[config.mk]
export PLATFORM = sky130hd
export DESIGN_NAME = countdown_timer_core
export DESIGN_NICKNAME = d
export VERILOG_FILES = /design/src/rtl/timer_pkg.sv /design/src/rtl/bcd_mod_counter.sv /design/src/rtl/countdown_timer_core_chk.sv /design/src/rtl/countdown_timer_core.sv
export SDC_FILE = /design/constraint.sdc
export NUM_CORES = 1
export LEC_CHECK = 0
export CAP_MARGIN = 5
export CORE_ASPECT_RATIO = 2
export CORE_MARGIN = 2
export CORE_UTILIZATION = 40
export CTS_CLUSTER_SIZE = 28
export DETAILED_ROUTE_END_ITERATION = 6
export DONT_BUFFER_PORTS = 1
export MAX_ROUTING_LAYER = met4
export PLACE_DENSITY = 0.64
export SKIP_CTS_REPAIR_TIMING = 1
export SYNTH_ARGS = -nofsm -noshare
export SYNTH_HDL_FRONTEND = slang
export SYNTH_SLANG_ARGS = --single-unit
[constraint.sdc]
create_clock -name clk -period 3.55 [get_ports clk]
set_input_delay 0.71 -clock clk [delete_from_list [all_inputs] [get_ports clk]]
set_output_delay 0.71 -clock clk [all_outputs]
set_load 0.02 [all_outputs]
[src/rtl/timer_pkg.sv]
// Shared state encoding, BCD constants, default parameters and BCD helpers
// for the mm:ss timer core.
package timer_pkg;

   typedef enum logic [1:0] {
      IDLE  = 2'd0,
      RUN   = 2'd1,
      PAUSE = 2'd2,
      DONE  = 2'd3
   } state_t;

   localparam logic [7:0] BCD_59          = 8'h59;
   localparam logic [7:0] BCD_ZERO        = 8'h00;
   localparam logic [7:0] DEF_MIN_VAL     = 8'h23;
   localparam logic [7:0] DEF_SEC_VAL     = 8'h59;
   localparam logic [7:0] MAX_MIN_VAL     = 8'h99;
   localparam int         LED_W_VAL       = 16;
   localparam int         ALARM_TICKS_VAL = 10;

   function automatic logic bcd_valid(input logic [7:0] v);
      return (v[7:4] <= 4'd9) && (v[3:0] <= 4'd9);
   endfunction

   function automatic logic [7:0] bcd_step_up(input logic [7:0] v, input logic [7:0] max);
      logic [7:0] r;
      if (v == max)
         r = BCD_ZERO;
      else if (v[3:0] == 4'd9)
         r = {v[7:4] + 4'd1, 4'd0};
      else
         r = {v[7:4], v[3:0] + 4'd1};
      return r;
   endfunction

   function automatic logic [7:0] bcd_step_down(input logic [7:0] v, input logic [7:0] max);
      logic [7:0] r;
      if (v == BCD_ZERO)
         r = max;
      else if (v[3:0] == 4'd0)
         r = {v[7:4] - 4'd1, 4'd9};
      else
         r = {v[7:4], v[3:0] - 4'd1};
      return r;
   endfunction

endpackage

[src/rtl/bcd_mod_counter.sv]
// Two-digit BCD counter wrapping at mod_max; wrap flags the cycle whose
// inc/dec crosses the boundary so a higher digit pair can carry on the same edge.
module bcd_mod_counter
   import timer_pkg::*;
#(
   parameter logic [7:0] RST_VAL = 8'h00
) (
   input  logic       clk,
   input  logic       rst,
   input  logic       load,
   input  logic [7:0] load_val,
   input  logic       inc,
   input  logic       dec,
   input  logic [7:0] mod_max,
   output logic [7:0] cnt,
   output logic       wrap
);

   logic [7:0] r_val;
   logic [7:0] w_next;

   assign wrap = !load && ((inc && (r_val == mod_max)) ||
                           (!inc && dec && (r_val == BCD_ZERO)));
   assign cnt  = r_val;

   // next count: load beats inc, inc beats dec
   always_comb begin
      w_next = r_val;
      if (load)
         w_next = load_val;
      else if (inc)
         w_next = bcd_step_up(r_val, mod_max);
      else if (dec)
         w_next = bcd_step_down(r_val, mod_max);
      else
         w_next = r_val;
   end

   // count register
   always_ff @(posedge clk or posedge rst) begin
      if (rst)
         r_val <= RST_VAL;
      else
         r_val <= w_next;
   end

endmodule

[src/rtl/countdown_timer_core_chk.sv]
// Parameter sanity checker for countdown_timer_core: BCD-legal presets and a
// representable alarm tick budget.
module countdown_timer_core_chk
   import timer_pkg::*;
#(
   parameter logic [7:0] DEF_MIN     = DEF_MIN_VAL,
   parameter logic [7:0] DEF_SEC     = DEF_SEC_VAL,
   parameter logic [7:0] MAX_MIN     = MAX_MIN_VAL,
   parameter int         ALARM_TICKS = ALARM_TICKS_VAL
) (
   input logic clk,
   input logic rst
);

   // trap illegal configurations once out of reset
   always @(posedge clk) begin
      if (!rst) begin
         assert (bcd_valid(DEF_MIN) && bcd_valid(DEF_SEC) && bcd_valid(MAX_MIN) &&
                 (DEF_SEC <= BCD_59) && (DEF_MIN <= MAX_MIN) &&
                 (ALARM_TICKS >= 32'sd1) && (ALARM_TICKS <= 32'sd256));
      end
   end

endmodule

[src/rtl/countdown_timer_core.sv]
// mm:ss timer core: run/pause/stop FSM, BCD preset, up/down count, alarm LEDs.
// Optional ALARM_BLINK_EN: blinking alarm with auto-return after ALARM_TICKS ticks.
module countdown_timer_core
   import timer_pkg::*;
#(
   parameter logic [7:0] DEF_MIN     = DEF_MIN_VAL,
   parameter logic [7:0] DEF_SEC     = DEF_SEC_VAL,
   parameter logic [7:0] MAX_MIN     = MAX_MIN_VAL,
   parameter int         LED_W       = LED_W_VAL,
   parameter int         ALARM_TICKS = ALARM_TICKS_VAL
) (
   input  logic             clk,
   input  logic             rst,
   input  logic             tick,
   input  logic             setting,
   input  logic             pb_start,
   input  logic             pb_stop,
   input  logic             pb_sec_add,
   input  logic             pb_min_add,
   input  logic             dir_up,
   output logic [7:0]       min,
   output logic [7:0]       sec,
   output logic             running,
   output logic             done,
   output logic [LED_W-1:0] led
);

   state_t           r_state;
   logic [7:0]       r_pre_min;
   logic [7:0]       r_pre_sec;
   logic             r_dir_up;
   logic             r_running;
   logic             r_done;
   logic [LED_W-1:0] r_led;

   logic [7:0] w_min;
   logic [7:0] w_sec;
   logic [7:0] w_load_min;
   logic [7:0] w_load_sec;
   logic [7:0] w_up_min;
   logic [7:0] w_up_sec;
   logic       w_sec_wrap;
   logic       w_min_wrap;
   logic       w_start;
   logic       w_tick_run;
   logic       w_pre_zero;
   logic       w_term;
   logic       w_auto_ret;
   logic       w_to_idle;
   logic       w_cnt_load;

`ifdef ALARM_BLINK_EN
   localparam logic [7:0] ALARM_LAST = 8'(ALARM_TICKS - 1);
   logic [7:0] r_alarm_cnt;
   assign w_auto_ret = (r_state == DONE) && tick && !pb_stop && !pb_start &&
                       (r_alarm_cnt == ALARM_LAST);
`else
   assign w_auto_ret = 1'b0;
`endif

   assign w_start    = pb_start && !pb_stop;
   assign w_tick_run = (r_state == RUN) && tick && !pb_stop;
   assign w_pre_zero = (r_pre_min == BCD_ZERO) && (r_pre_sec == BCD_ZERO);
   assign w_to_idle  = (r_state != IDLE) &&
                       (pb_stop || ((r_state == DONE) && pb_start) || w_auto_ret);
   // IDLE tracks the preset every cycle; any return to IDLE reloads it at once
   assign w_cnt_load = (r_state == IDLE) || w_to_idle;

   // count load value: 00:00 when starting upward, preset otherwise
   always_comb begin
      if ((r_state == IDLE) && w_start && dir_up) begin
         w_load_min = BCD_ZERO;
         w_load_sec = BCD_ZERO;
      end else begin
         w_load_min = r_pre_min;
         w_load_sec = r_pre_sec;
      end
   end

   // terminal detection on the value the current tick would produce
   always_comb begin
      w_up_sec = bcd_step_up(w_sec, BCD_59);
      if (w_sec == BCD_59)
         w_up_min = bcd_step_up(w_min, MAX_MIN);
      else
         w_up_min = w_min;
      if (r_dir_up)
         w_term = ((w_up_min == r_pre_min) && (w_up_sec == r_pre_sec)) || w_min_wrap;
      else
         w_term = ((w_min == BCD_ZERO) && (w_sec == 8'h01)) || w_min_wrap;
   end

   bcd_mod_counter #(.RST_VAL(DEF_SEC)) u_sec (
      .clk      (clk),
      .rst      (rst),
      .load     (w_cnt_load),
      .load_val (w_load_sec),
      .inc      (w_tick_run && r_dir_up),
      .dec      (w_tick_run && !r_dir_up),
      .mod_max  (BCD_59),
      .cnt      (w_sec),
      .wrap     (w_sec_wrap)
   );

   bcd_mod_counter #(.RST_VAL(DEF_MIN)) u_min (
      .clk      (clk),
      .rst      (rst),
      .load     (w_cnt_load),
      .load_val (w_load_min),
      .inc      (w_tick_run && r_dir_up && w_sec_wrap),
      .dec      (w_tick_run && !r_dir_up && w_sec_wrap),
      .mod_max  (MAX_MIN),
      .cnt      (w_min),
      .wrap     (w_min_wrap)
   );

   countdown_timer_core_chk #(
      .DEF_MIN     (DEF_MIN),
      .DEF_SEC     (DEF_SEC),
      .MAX_MIN     (MAX_MIN),
      .ALARM_TICKS (ALARM_TICKS)
   ) u_chk (
      .clk (clk),
      .rst (rst)
   );

   // control FSM with preset registers and registered status outputs
   always_ff @(posedge clk or posedge rst) begin
      if (rst) begin
         r_state   <= IDLE;
         r_pre_min <= DEF_MIN;
         r_pre_sec <= DEF_SEC;
         r_dir_up  <= 1'b0;
         r_running <= 1'b0;
         r_done    <= 1'b0;
         r_led     <= {LED_W{1'b0}};
`ifdef ALARM_BLINK_EN
         r_alarm_cnt <= 8'd0;
`endif
      end else begin
         case (r_state)
            IDLE: begin
               if (setting && pb_sec_add)
                  r_pre_sec <= bcd_step_up(r_pre_sec, BCD_59);
               if (setting && pb_min_add)
                  r_pre_min <= bcd_step_up(r_pre_min, MAX_MIN);
               if (w_start) begin
                  r_dir_up <= dir_up;
                  if (w_pre_zero) begin
                     r_state <= DONE;
                     r_done  <= 1'b1;
                     r_led   <= {LED_W{1'b1}};
`ifdef ALARM_BLINK_EN
                     r_alarm_cnt <= 8'd0;
`endif
                  end else begin
                     r_state   <= RUN;
                     r_running <= 1'b1;
                  end
               end
            end
            RUN: begin
               if (pb_stop) begin
                  r_state   <= IDLE;
                  r_running <= 1'b0;
               end else if (tick && w_term) begin
                  r_state   <= DONE;
                  r_running <= 1'b0;
                  r_done    <= 1'b1;
                  r_led     <= {LED_W{1'b1}};
`ifdef ALARM_BLINK_EN
                  r_alarm_cnt <= 8'd0;
`endif
               end else if (pb_start) begin
                  r_state   <= PAUSE;
                  r_running <= 1'b0;
               end
            end
            PAUSE: begin
               if (pb_stop) begin
                  r_state <= IDLE;
               end else if (pb_start) begin
                  r_state   <= RUN;
                  r_running <= 1'b1;
               end
            end
            DONE: begin
               if (pb_stop || pb_start || w_auto_ret) begin
                  r_state <= IDLE;
                  r_done  <= 1'b0;
                  r_led   <= {LED_W{1'b0}};
               end
`ifdef ALARM_BLINK_EN
               else if (tick) begin
                  r_alarm_cnt <= r_alarm_cnt + 8'd1;
                  r_led       <= ~r_led;
               end
`endif
            end
            default: begin
               r_state   <= IDLE;
               r_running <= 1'b0;
               r_done    <= 1'b0;
               r_led     <= {LED_W{1'b0}};
            end
         endcase
      end
   end

   assign min     = w_min;
   assign sec     = w_sec;
   assign running = r_running;
   assign done    = r_done;
   assign led     = r_led;

endmodule

==> flow_summary_export.csv <==
group,metric,value,unit
synth,ys_ff_latch,37,
global_route,grt_max_degree,38,
synth,synth_edf_count,0,
clock_tree,htreeDepth,2,
floorplanning,die_w,71.59,um
placed_design,dpl-instance-area,0.003592,sq mm
synth,synthFlopType,"dfrtp_1",
clock_tree,clkSinkCount,37,
critical_path,max_stage_delay,800,ps
critical_path,r2r-end,"running",
clock_tree,cts_made_buffers,5,
synth,ys_top_cells_by_count,"o21ai_0 (46), nand2_1 (43), nor2_1 (39)",
sta,fin_crit,3030,ps
layout,drive_gt1_share,9.778,%
placed_design,dpl.cell_count,544,
critical_path,crit_type,"reg2reg",
synth,syn_avg_cell_area,7.646,sq um
synth,synthArstFlopShare,100.0,%
clock_tree,cts_tree,"built",
synth,synth_area_leaders,"dfrtp_1 (16%), dfstp_2 (10%), ha_1 (7.5%)",
sta,fmax,0.3300,GHz
drt,drt-pass1-iter-count,4,
global_route,grtUsageTotal,22.70,%
placed_design,port_buffers,0,
critical_path,r2r_cells,7,
critical_path,worst-path-buf-inv,0,
clock_tree,path_clk_slew,60,ps
placed_design,place.gp.congestion,0.9722,
sta,holdWs,429.0,ps
drt,ant_nets,0,
synth,synth_top_area_share,15.75,%
drt,vias,3420,
critical_path,end_kind,"flip-flop",
layout,fin_util,42.05,%
clock_tree,clock_path_buffers,2,
synth,yosysSeqAreaShare,25.81,%
sta,rsz0062_at_grt,"false",
layout,syn_to_final_growth,2.978,%
floorplanning,core,0.008951,sq mm
drt,wire_per_inst,19.34,um
placed_design,hpwl,7.968,mm
critical_path,crit_family,"simple AND/OR/NAND/NOR gates",
critical_path,required,3730,ps
critical_path,crit_top_cell,"o2111ai_1",
worst_hold_path,min_path_type,"in2async",
floorplanning,dieHeight,139.2,um
global_route,grt_pass1_wl,17.22,mm
critical_path,arrival,3210,ps
drt,drtIter0Drc,192,
layout,num_antenna_cells,0,
run_status,status,"completed",
critical_path,crit_path_start_kind,"flip-flop",
sta,max_slew_margin,34.56,%
synth,synth_top_area_cell,"dfrtp_1",
layout,fin_area,0.003764,sq mm
sta,final.setup.worst_slack,519.7,ps
sta,setup_viol,0,
floorplanning,io_pins,43,
drt,drc,0,
synth,ys_warn_count,0,
synth,synth_area,0.003655,sq mm
power_and_ir_drop,powerDensity,899.7,mW/mm^2
critical_path,crit_fanout,20,
sta,skew,3.101,ps
layout,instances_no_fill,552,
synth,syn_inst,478,
clock_tree,root_buffer,"clkbuf_16",
floorplanning,initial_core_util,40.83,%
global_route,antenna_found_initial,0,
global_route,grt_remaining_overflow,0,
drt,viasPerCell,6.196,
synth,synth.most_common_cell,"o21ai_0",
drt,drt_wl_total,10.67,mm
floorplanning,rows,49,
power_and_ir_drop,p_leak,1.514,nW
power_and_ir_drop,total_power,3.386,mW
sta,fin_crit_sh,85.36,%
floorplanning,die_area,0.009964,sq mm
sta,slew_viol_final,0,
clock_tree,clk_latency,290,ps
sta,finalHoldViolations,0,
critical_path,slowest_stage,"dfstp_2",
synth,syn_nets,509,
sta,worstMarginPinSlew,981.7,ps
critical_path,r2r_slack,520,ps
critical_path,path_cells,"nand4bb_1 -> nor4b_1 -> or3b_1 -> o2111ai_1 -> nor4_1 -> o2111ai_1 -> a21o_1",
run,maxCapViolCount,0,
critical_path,r2r-start,"u_sec.cnt[0]",
power_and_ir_drop,ir_drop,0.4401,mV
placed_design,pre_cts_ws,580.6,ps
layout,finalNetCount,480,
sta,setup_tns,0,ps
synth,synth.distinct_cells,74,
global_route,grt_pass1_vias,3365,
-- worst max-delay path by stage --
stage | start | endpoint | depth (start not counted)
3_5_place_dp | u_sec.cnt[0] | running | 7
2_1_floorplan | u_min.cnt[1] | running | 10
6_report | u_sec.cnt[0] | running | 7
3_3_place_gp | u_sec.cnt[0] | running | 7
4_1_cts | u_sec.cnt[0] | running | 7
5_1_grt | u_sec.cnt[0] | running | 7
-- power by group --
part	internal (mW)	switching (mW)	total (mW)
combinational	0.648	0.862	1.51
sequential	0.649	0.693	1.34
clock	0.333	0.202	0.535
total	1.63	1.76	3.39
-- cell type report --
class / instances / area (sq um)
clock buffers: 5 / 125.1
clock inverters: 3 / 46.29
fillers: 927 / 5187
inverters: 27 / 101.3
multi-input cells: 367 / 2333
flip-flops and latches: 37 / 947.2
well taps: 102 / 127.6
repair buffers: 11 / 82.58
-- worst reg2reg max path, cell delays in order, from the launching register on --
cell and delay [ps]:
dfstp_2 800, nand4bb_1 490, nor4b_1 520, or3b_1 180, o2111ai_1 100, nor4_1 300
o2111ai_1 300, a21o_1 240
-- cell usage in the layout (no fill, tap or decap), types with 14 or more instances in the layout --
cell type / count
inv_1: 27
a21oi_1: 26
nor2_1: 39
ha_1: 22
nand2_1: 43
o21ai_0: 46
dfrtp_1: 22
nand3_1: 32
nor3_1: 16
dfstp_2: 14
-- cell families (layout without fill, tap and decap cells) --
kind of cell | after synthesis | in the layout | share of synthesized area, %
compound gates | 140 | 140 | 24.85
xor+xnor | 13 | 13 | 3.115
flops | 37 | 37 | 25.81
mux | 7 | 7 | 1.986
fa+ha+maj | 22 | 22 | 7.532
buf+inv | 74 | 46 | 10.34
simple gates | 185 | 185 | 26.36
-- registers in the layout, summed over array words and instances (netlist names) --
register and count:
r_pre_min 8, r_state 2, u_sec.cnt 8, running 1, led 1, u_min.cnt 8, r_dir_up 1, r_pre_sec 8
-- per-layer routing --
metal / GRT usage, % / up-vias / routed length (um)
met3: 3.052 / 40 / 356
li1: - / 1654 / -
met4: 16.48 / 0 / 784
met2: 38.99 / 89 / 5670
met5: - / - / 0
met1: 22.66 / 1637 / 3861
Note: power is estimated with default switching activity, not from simulation.
